[src/rtl/osd_textwriter.sv]
// Character-stream writer for the 32x8 OSD text buffer: cursor tracking, CR/LF/BS/FF handling
// and row/screen clear loops. Define OSD_TEXTWRITER_INVERSE_EN to enable SO/SI inverse video.
module osd_textwriter #(
    parameter int          WINDOW_W = 32,
    parameter int          WINDOW_H = 8,
    parameter logic [7:0]  BLANK    = 8'h20
) (
    input  logic       clk,
    input  logic       reset,
    input  logic       ce,
    input  logic [7:0] in_data,
    input  logic       in_valid,
    output logic       in_ready,
    output logic [7:0] address,
    output logic [7:0] data,
    output logic       wren,
    output logic [4:0] cursor_x,
    output logic [2:0] cursor_y,
    output logic       busy
);

    localparam logic [4:0] LAST_COL = 5'(WINDOW_W - 1);
    localparam logic [2:0] LAST_ROW = 3'(WINDOW_H - 1);

    typedef enum logic [1:0] {IDLE, CLR_ROW, CLR_ALL} state_t;

    state_t     state_q, state_d;
    logic [4:0] cursor_x_q, cursor_x_d;
    logic [2:0] cursor_y_q, cursor_y_d;
    logic [7:0] clr_cnt_q, clr_cnt_d;
    logic [7:0] address_q, address_d;
    logic [7:0] data_q, data_d;
    logic       wren_q, wren_d;
    logic       newline;
    logic [7:0] blankData;
`ifdef OSD_TEXTWRITER_INVERSE_EN
    logic       inv_q, inv_d;
    assign blankData = {1'b0, BLANK[6:0]};
`else
    assign blankData = BLANK;
`endif

    always_ff @(posedge clk or posedge reset) begin
        if (reset) begin
            state_q    <= IDLE;
            cursor_x_q <= '0;
            cursor_y_q <= '0;
            clr_cnt_q  <= '0;
            address_q  <= '0;
            data_q     <= '0;
            wren_q     <= 1'b0;
`ifdef OSD_TEXTWRITER_INVERSE_EN
            inv_q      <= 1'b0;
`endif
        end else if (ce) begin
            state_q    <= state_d;
            cursor_x_q <= cursor_x_d;
            cursor_y_q <= cursor_y_d;
            clr_cnt_q  <= clr_cnt_d;
            address_q  <= address_d;
            data_q     <= data_d;
            wren_q     <= wren_d;
`ifdef OSD_TEXTWRITER_INVERSE_EN
            inv_q      <= inv_d;
`endif
        end
    end

    always_comb begin
        state_d    = state_q;
        cursor_x_d = cursor_x_q;
        cursor_y_d = cursor_y_q;
        clr_cnt_d  = clr_cnt_q;
        address_d  = address_q;
        data_d     = data_q;
        wren_d     = 1'b0;
        newline    = 1'b0;
`ifdef OSD_TEXTWRITER_INVERSE_EN
        inv_d      = inv_q;
`endif
        case (state_q)
            IDLE: begin
                if (in_valid) begin
                    if (in_data >= 8'h20) begin
                        address_d = {cursor_y_q, cursor_x_q};
`ifdef OSD_TEXTWRITER_INVERSE_EN
                        data_d    = {in_data[7] | inv_q, in_data[6:0]};
`else
                        data_d    = in_data;
`endif
                        wren_d    = 1'b1;
                        if (cursor_x_q != LAST_COL) begin
                            cursor_x_d = cursor_x_q + 5'd1;
                        end else begin
                            newline = 1'b1;
                        end
                    end else begin
                        case (in_data)
                            8'h0D: cursor_x_d = '0;
                            8'h0A: newline = 1'b1;
                            8'h08: begin
                                if (cursor_x_q != 5'd0) begin
                                    cursor_x_d = cursor_x_q - 5'd1;
                                end
                            end
                            8'h0C: begin
                                cursor_x_d = '0;
                                cursor_y_d = '0;
                                clr_cnt_d  = '0;
                                state_d    = CLR_ALL;
`ifdef OSD_TEXTWRITER_INVERSE_EN
                                inv_d      = 1'b0;
`endif
                            end
`ifdef OSD_TEXTWRITER_INVERSE_EN
                            8'h0E: inv_d = 1'b1;
                            8'h0F: inv_d = 1'b0;
`endif
                            default: ;
                        endcase
                    end
                end
                // Rows wrap from the bottom back to the top; there is no scrolling.
                if (newline) begin
                    cursor_x_d = '0;
                    cursor_y_d = (cursor_y_q == LAST_ROW) ? 3'd0 : cursor_y_q + 3'd1;
                    clr_cnt_d  = '0;
                    state_d    = CLR_ROW;
                end
            end
            CLR_ROW: begin
                address_d = {cursor_y_q, clr_cnt_q[4:0]};
                data_d    = blankData;
                wren_d    = 1'b1;
                clr_cnt_d = clr_cnt_q + 8'd1;
                if (clr_cnt_q[4:0] == LAST_COL) begin
                    state_d = IDLE;
                end
            end
            CLR_ALL: begin
                address_d = clr_cnt_q;
                data_d    = blankData;
                wren_d    = 1'b1;
                clr_cnt_d = clr_cnt_q + 8'd1;
                if (clr_cnt_q == 8'hFF) begin
                    state_d = IDLE;
                end
            end
            default: state_d = IDLE;
        endcase
    end

    assign in_ready = (state_q == IDLE);
    assign busy     = (state_q != IDLE);
    assign address  = address_q;
    assign data     = data_q;
    assign wren     = wren_q;
    assign cursor_x = cursor_x_q;
    assign cursor_y = cursor_y_q;

endmodule

[config.mk]
export PLATFORM = sky130hd
export DESIGN_NAME = osd_textwriter
export DESIGN_NICKNAME = d
export VERILOG_FILES = /design/src/rtl/osd_textwriter.sv
export SDC_FILE = /design/constraint.sdc
export NUM_CORES = 1
export LEC_CHECK = 0
export ABC_AREA = 0
export BUFFER_PORTS_ARGS = -buffer_cell sky130_fd_sc_hd__buf_2
export CORE_MARGIN = 2
export CORE_UTILIZATION = 40
export DETAILED_ROUTE_END_ITERATION = 10
export GPL_TIMING_DRIVEN = 0
export PLACE_DENSITY = 0.72
export REMOVE_ABC_BUFFERS = 1
export SYNTH_ARGS = -nofsm -noshare
export SYNTH_HDL_FRONTEND = slang
export SYNTH_SLANG_ARGS = --single-unit
export TNS_END_PERCENT = 30
[constraint.sdc]
create_clock -name clk -period 2.34 [get_ports clk]
set_clock_uncertainty 0.2 [all_clocks]
set_input_delay 0 -clock clk [delete_from_list [all_inputs] [get_ports clk]]
set_output_delay 0 -clock clk [all_outputs]
set_load 0.02 [all_outputs]
==> results.json, run 1 <==
{
  "wl_um": 5157,
  "cp-end-kind": "flop",
  "clock-sinks": 35,
  "status": "finished clean",
  "busiest_layer": "met2",
  "grt_max_degree": 36,
  "synth_top_family_by_area": "compound AO/OA/AOI/OAI gates",
  "start_util_pct": 40.76,
  "clock_latency_ns": 0.29,
  "die_y_um": 75.45,
  "critical_path_class": "input pin to flop",
  "cts_tree": "yes",
  "cts.clk_slew.worst_paths_ns": 0.08,
  "vias": 1918,
  "grtUsageMet1_pct": 25.35,
  "n_antenna_cell": 0,
  "grt_use_met2_pct": 31.11,
  "syn_avg_cell_area_um2": 9.282,
  "die_w_um": 75.45,
  "ioPinCount": 39,
  "drc": 0,
  "gp_congestion": 0.8099,
  "hold_viol": 0,
  "required_ns": 2.36,
  "irDropWorstVdd_uv": 547.3,
  "multi_input_area_um2": 1185,
  "powerDensity_nw_per_um2": 955.2,
  "drive_gt1_share_pct": 30.60,
  "clock.fmax_ghz": 0.4352,
  "fin_tns_setup_ns": 0,
  "synth_simple_gate_area_share_pct": 20.04,
  "ys_ff_latch": 35,
  "grt_pass1_vias": 1811,
  "worstMarginPinSlew_ns": 0.7471,
  "vias_per_cell": 5.464,
  "synthTopCellsByArea": "dfrtp_1 (43%), ha_1 (7.4%), a21oi_1 (3.9%), nand3_1 (3.7%), nor2_1 (3.7%)",
  "slew_headroom_pct": 50.12,
  "seq_area_um2": 879.6,
  "antenna_found_initial": 0,
  "syn-cell-area_um2": 2042,
  "overflow": 0,
  "drv_cap": 0,
  "grt_use_total_pct": 19.00,
  "setup_viol": 0,
  "crit_path_start_kind": "input pin",
  "core_area_um2": 5010,
  "fin_nets": 304,
  "firstDrtPassIters": 4,
  "syn_to_final_growth_pct": 33.46,
  "cts_max_path_buffers": 2,
  "r2r-start": "cursor_x[0]$_DFFE_PP0P_",
  "timing.final.crit_share_pct": 98.19,
  "synthAdderAreaFrac_pct": 7.353,
  "drtIter0Drc": 94,
  "yosysSeqAreaShare_pct": 42.89,
  "arrival_ns": 2.32,
  "wl_per_cell_um": 14.69,
  "yosys.area.top_type": "dfrtp_1",
  "p_leak_nw": 1.277,
  "fin_crit_ns": 2.298,
  "min_path_type": "input pin to flop",
  "synth_most_common_cell": "dfrtp_1",
  "ant_nets": 0,
  "synth_cell_types": 46,
  "hpwl_um": 3286,
  "synth_common_cells": "dfrtp_1 (35), nor2_1 (20), nand2_1 (19)",
  "grt_pass1_wl_um": 8369,
  "dieArea_um2": 5693,
  "cp_max_fo": 11,
  "netlist_instances": 220,
  "hold_ws_ns": 0.06939,
  "synth_xor_area_share_pct": 0.8578,
  "worstHoldStart": "in_data[5]",
  "netlist.area_leader.share_pct": 42.89,
  "synthFlopType": "dfrtp_1",
  "cts_buffers": 5,
  "slew_violations": 0,
  "synth_mux_area_share_pct": 1.593,
  "cts_max_level": 2,
  "use_met3_pct": 2.778,
  "synth_compound_area_share_pct": 22.98,
  "synth-async-reset-ratio_pct": 100.0,
  "synth_edf_count": 0,
  "rows": 26,
  "root_buffer": "clkbuf_8",
  "crit_start": "in_data[7]",
  "fill_cells": 453,
  "yosysWarnings": 0,
  "rsz0062_at_grt": "true",
  "port_buffers": 38
}
==> metal layers <==
layer	vias to the layer above	part of all wire, %
met2	51	49
met4	0	1.7
met5	-	0
met1	929	45
li1	930	-
met3	8	4.2
==> where the power goes <==
group | leakage [nW] | total [mW] | switching (mW) | internal [mW]
sequential | 0.433 | 0.971 | 0.187 | 0.784
clock | 0.0505 | 0.489 | 0.221 | 0.268
combinational | 0.794 | 1.14 | 0.637 | 0.506
==> registers in the layout, indices dropped and copies added, names as in the netlist <==
name       flops
address        8
data           8
state_q        2
wren           1
cursor_y       3
clr_cnt_q      8
cursor_x       5
==> cells by family after synthesis <==
family                     after synthesis
adders and majority gates               12
DFF                                     35
xor gates and xnor gates                 2
AOI/OAI and AO/OA                       67
and+or+nand+nor                         79
buffers and inverters                   22
muxes                                    3
==> final cells by class <==
type                    count  share of cell area, %
multi-input cells         163                  43.48
flip-flops and latches     35                  32.28
repair buffers             63                  15.43
clock buffers               7                  3.535
well taps                  70                  3.214
inverters                  12                  1.791
clock inverters             1                 0.2755
==> critical path, stage by stage <==
cell and delay, ns:
dlygate4sd3_1 0.54, buf_2 0.16, or4_4 0.53, o311ai_4 0.34
nand2_4 0.15, or4_1 0.49, nand3_1 0.10
==> stage by stage <==
stage	instance area (um2)	utilization [%]	instances	worst slack (ns)	power, mW
2_1_floorplan	1999	-	210	-0.2881	1.600
3_3_place_gp	2277	45.45	318	-0.7133	1.881
3_5_place_dp	2282	45.55	318	-0.3861	1.899
4_1_cts	2611	52.12	346	0.01040	2.473
5_1_grt	2725	54.40	351	-0.01341	2.768
6_report	2725	54.40	351	0.04245	2.603
==> layout by cell type (no fill, tap or decap), types with 4 or more instances in the layout <==
cell,synthesis,layout
clkbuf_8,0,7
nor2_1,20,19
a22oi_1,5,5
a31oi_1,5,5
nand3_1,15,15
a21oi_1,16,15
nand2_1,19,19
buf_4,0,12
ha_1,12,9
and3_1,4,4
o21ai_0,13,13
dfrtp_1,35,32
a32oi_1,4,4
inv_1,12,8
dlygate4sd3_1,0,12
a22o_1,7,7
nand2b_1,4,4
buf_2,4,38
==> path summary, 6_finish.rpt <==
path / to / cells past startpoint / slack (ns)
max reg2reg: cursor_x[2]$_DFFE_PP0P_ / 7 / 0.06
max: clr_cnt_q[3]$_DFFE_PP0P_ / 7 / 0.04
max in group asynchronous: cursor_x[0]$_DFFE_PP0P_ / 3 / 1.24
min in group asynchronous: data[6]$_DFFE_PP0P_ / 3 / 0.18
min reg2reg: data[3]$_DFFE_PP0P_ / 2 / 0.30
min: clr_cnt_q[2]$_DFFE_PP0P_ / 4 / 0.07
==> repair_timing <==
item | CTS | global route
pin swaps | 1 | 8
resized for setup | 9 | 14
setup endpoints to repair | 16 | 25
endpoints found under the hold margin | 46 | 0
setup buffers | 8 | 5
hold buffers | 12 | 0
(Power assumes the default switching activity.)
==> run 2: changes to the inputs <==
Settings changed: PLACE_DENSITY 0.72 to 0.69.
==> results.json, run 2 (synthesized netlist as in run 1, its figures left out) <==
{
  "slew_violations": 0,
  "overflow": 0,
  "dieArea_um2": 5693,
  "p_comb_share_pct": 44.2,
  "setup_viol": 0,
  "grtUsageMet1_pct": 26.94,
  "busiest_layer": "met2",
  "start_util_pct": 40.76,
  "crit_buf_inv": 2,
  "cts_max_level": 2,
  "cts.clk_slew.worst_paths_ns": 0.08,
  "path_cells": "dlygate4sd3_1 > buf_2 > or4_4 > o311ai_4 > nand2_4 > or4_4 > nand3_1",
  "rsz0062_at_grt": "true",
  "drc": 0,
  "switchingPower_mw": 1.053,
  "p_clk_share_pct": 17.3,
  "fin_tns_setup_ns": 0,
  "slew_headroom_pct": 45.85,
  "path_delay_family": "simple AND/OR/NAND/NOR gates",
  "path_common_cell": "or4_4",
  "swShare_pct": 41.84,
  "firstDrtPassIters": 4,
  "drtIter0Drc": 126,
  "root_buffer": "clkbuf_8",
  "grt_use_met2_pct": 30.63,
  "ioPinCount": 39,
  "hpwl_um": 3436,
  "min_path_type": "input pin to flop",
  "grt_pass1_wl_um": 8431,
  "vias": 1903,
  "layout_common_cells": "buf_2 (38), dfrtp_1 (32), nor2_1 (20)",
  "cts_max_path_buffers": 2,
  "drive_gt1_share_pct": 29.75,
  "wl_um": 5228,
  "required_ns": 2.37,
  "die_y_um": 75.45,
  "grt_max_degree": 20,
  "core_area_um2": 5010,
  "critical-path-max-stage-delay_ns": 0.56,
  "timing.final.crit_share_pct": 99.25,
  "mostFrequentLayoutCell": "buf_2",
  "arrival_ns": 2.35,
  "status": "finished clean",
  "worstMarginPinSlew_ns": 0.8114,
  "vias_per_cell": 5.453,
  "hold_ws_ns": 0.06678,
  "port_buffers": 38,
  "pwr-share-seq_pct": 38.4,
  "cp_max_fo": 11,
  "grt_pass1_vias": 1793,
  "fin_nets": 302,
  "cp-end-kind": "flop",
  "irDropWorstVdd_uv": 589.0,
  "cts_tree": "yes",
  "wl_per_cell_um": 14.98,
  "r2r_setup_slack_ns": 0.05,
  "rows": 26,
  "cts_buffers": 5,
  "antenna_found_initial": 0,
  "n_antenna_cell": 0,
  "clock_latency_ns": 0.29,
  "die_w_um": 75.45,
  "ant_nets": 0,
  "powerDensity_nw_per_um2": 930.4,
  "syn_to_final_growth_pct": 32.54,
  "clock.fmax_ghz": 0.4306,
  "grt_use_total_pct": 19.66,
  "drv_cap": 0,
  "gp_congestion": 0.8112,
  "p_leak_nw": 1.276,
  "critical_path_class": "input pin to flop",
  "internal_power_mw": 1.465,
  "use_met3_pct": 4.101,
  "clock-sinks": 35,
  "fin_crit_ns": 2.322,
  "crit_path_start_kind": "input pin",
  "cp_slowest_cell": "dlygate4sd3_1",
  "hold_viol": 0
}
==> run 2: repair_timing <==
item / in CTS / in global routing
setup endpoints to repair: 15 / 25
gates resized for setup: 8 / 15
gates cloned: 0 / 0
setup buffers: 7 / 3
hold buffers: 12 / 0
pin swaps: 1 / 7
hold endpoints to repair: 29 / 0
==> run 2: final timing paths <==
kind	start	depth (start not counted)	to
max	in_data[0]	7	clr_cnt_q[3]$_DFFE_PP0P_
min	in_data[5]	4	clr_cnt_q[2]$_DFFE_PP0P_
max reg2reg	cursor_x[1]$_DFFE_PP0P_	7	cursor_x[1]$_DFFE_PP0P_
min reg2reg	data[2]$_DFFE_PP0P_	2	data[2]$_DFFE_PP0P_
max in group asynchronous	reset	4	address[0]$_DFFE_PP0P_
min in group asynchronous	reset	3	data[7]$_DFFE_PP0P_
==> run 2: power groups by stage <==
stage / Sequential, mW / Clock [mW] / Combinational, mW
2_1_floorplan: 1.13 / 0 / 0.473
3_3_place_gp: 0.974 / 0 / 0.913
3_5_place_dp: 0.976 / 0 / 0.935
4_1_cts: 0.956 / 0.445 / 1.02
5_1_grt: 0.998 / 0.476 / 1.22
6_report: 0.967 / 0.436 / 1.11
==> run 2: layer usage <==
layer / vias to the layer above / wire length (um)
met2: 49 / 2510
met4: 0 / 99
met1: 921 / 2456
met5: - / 0
met3: 7 / 160
li1: 926 / -
==> run 2: tightest hold or removal path, cell delays in order <==
cell,delay (ns)
buf_2,0.13
o31ai_2,0.13
o311ai_4,0.13
a221o_1,0.15
==> run 2: through the flow <==
step,instances,area (um2),power (mW),setup slack [ns],utilization (%)
floorplan,210,1999,1.600,-0.2881,-
global placement,318,2277,1.887,-0.7477,45.45
detailed placement,319,2310,1.911,-0.3672,46.10
CTS,346,2608,2.419,0.01402,52.05
global route,349,2706,2.692,-0.03989,54.02
finish,349,2706,2.518,0.01760,54.02
==> run 2: area by class of cell <==
class	instances	area (um2)
sequential	35	879.6
multi-input combinational	163	1177
tap	70	87.58
fill	471	2303
inverter	12	48.80
clock inverter	3	15.01
clock buffer	5	68.82
timing repair buffer	61	429.2
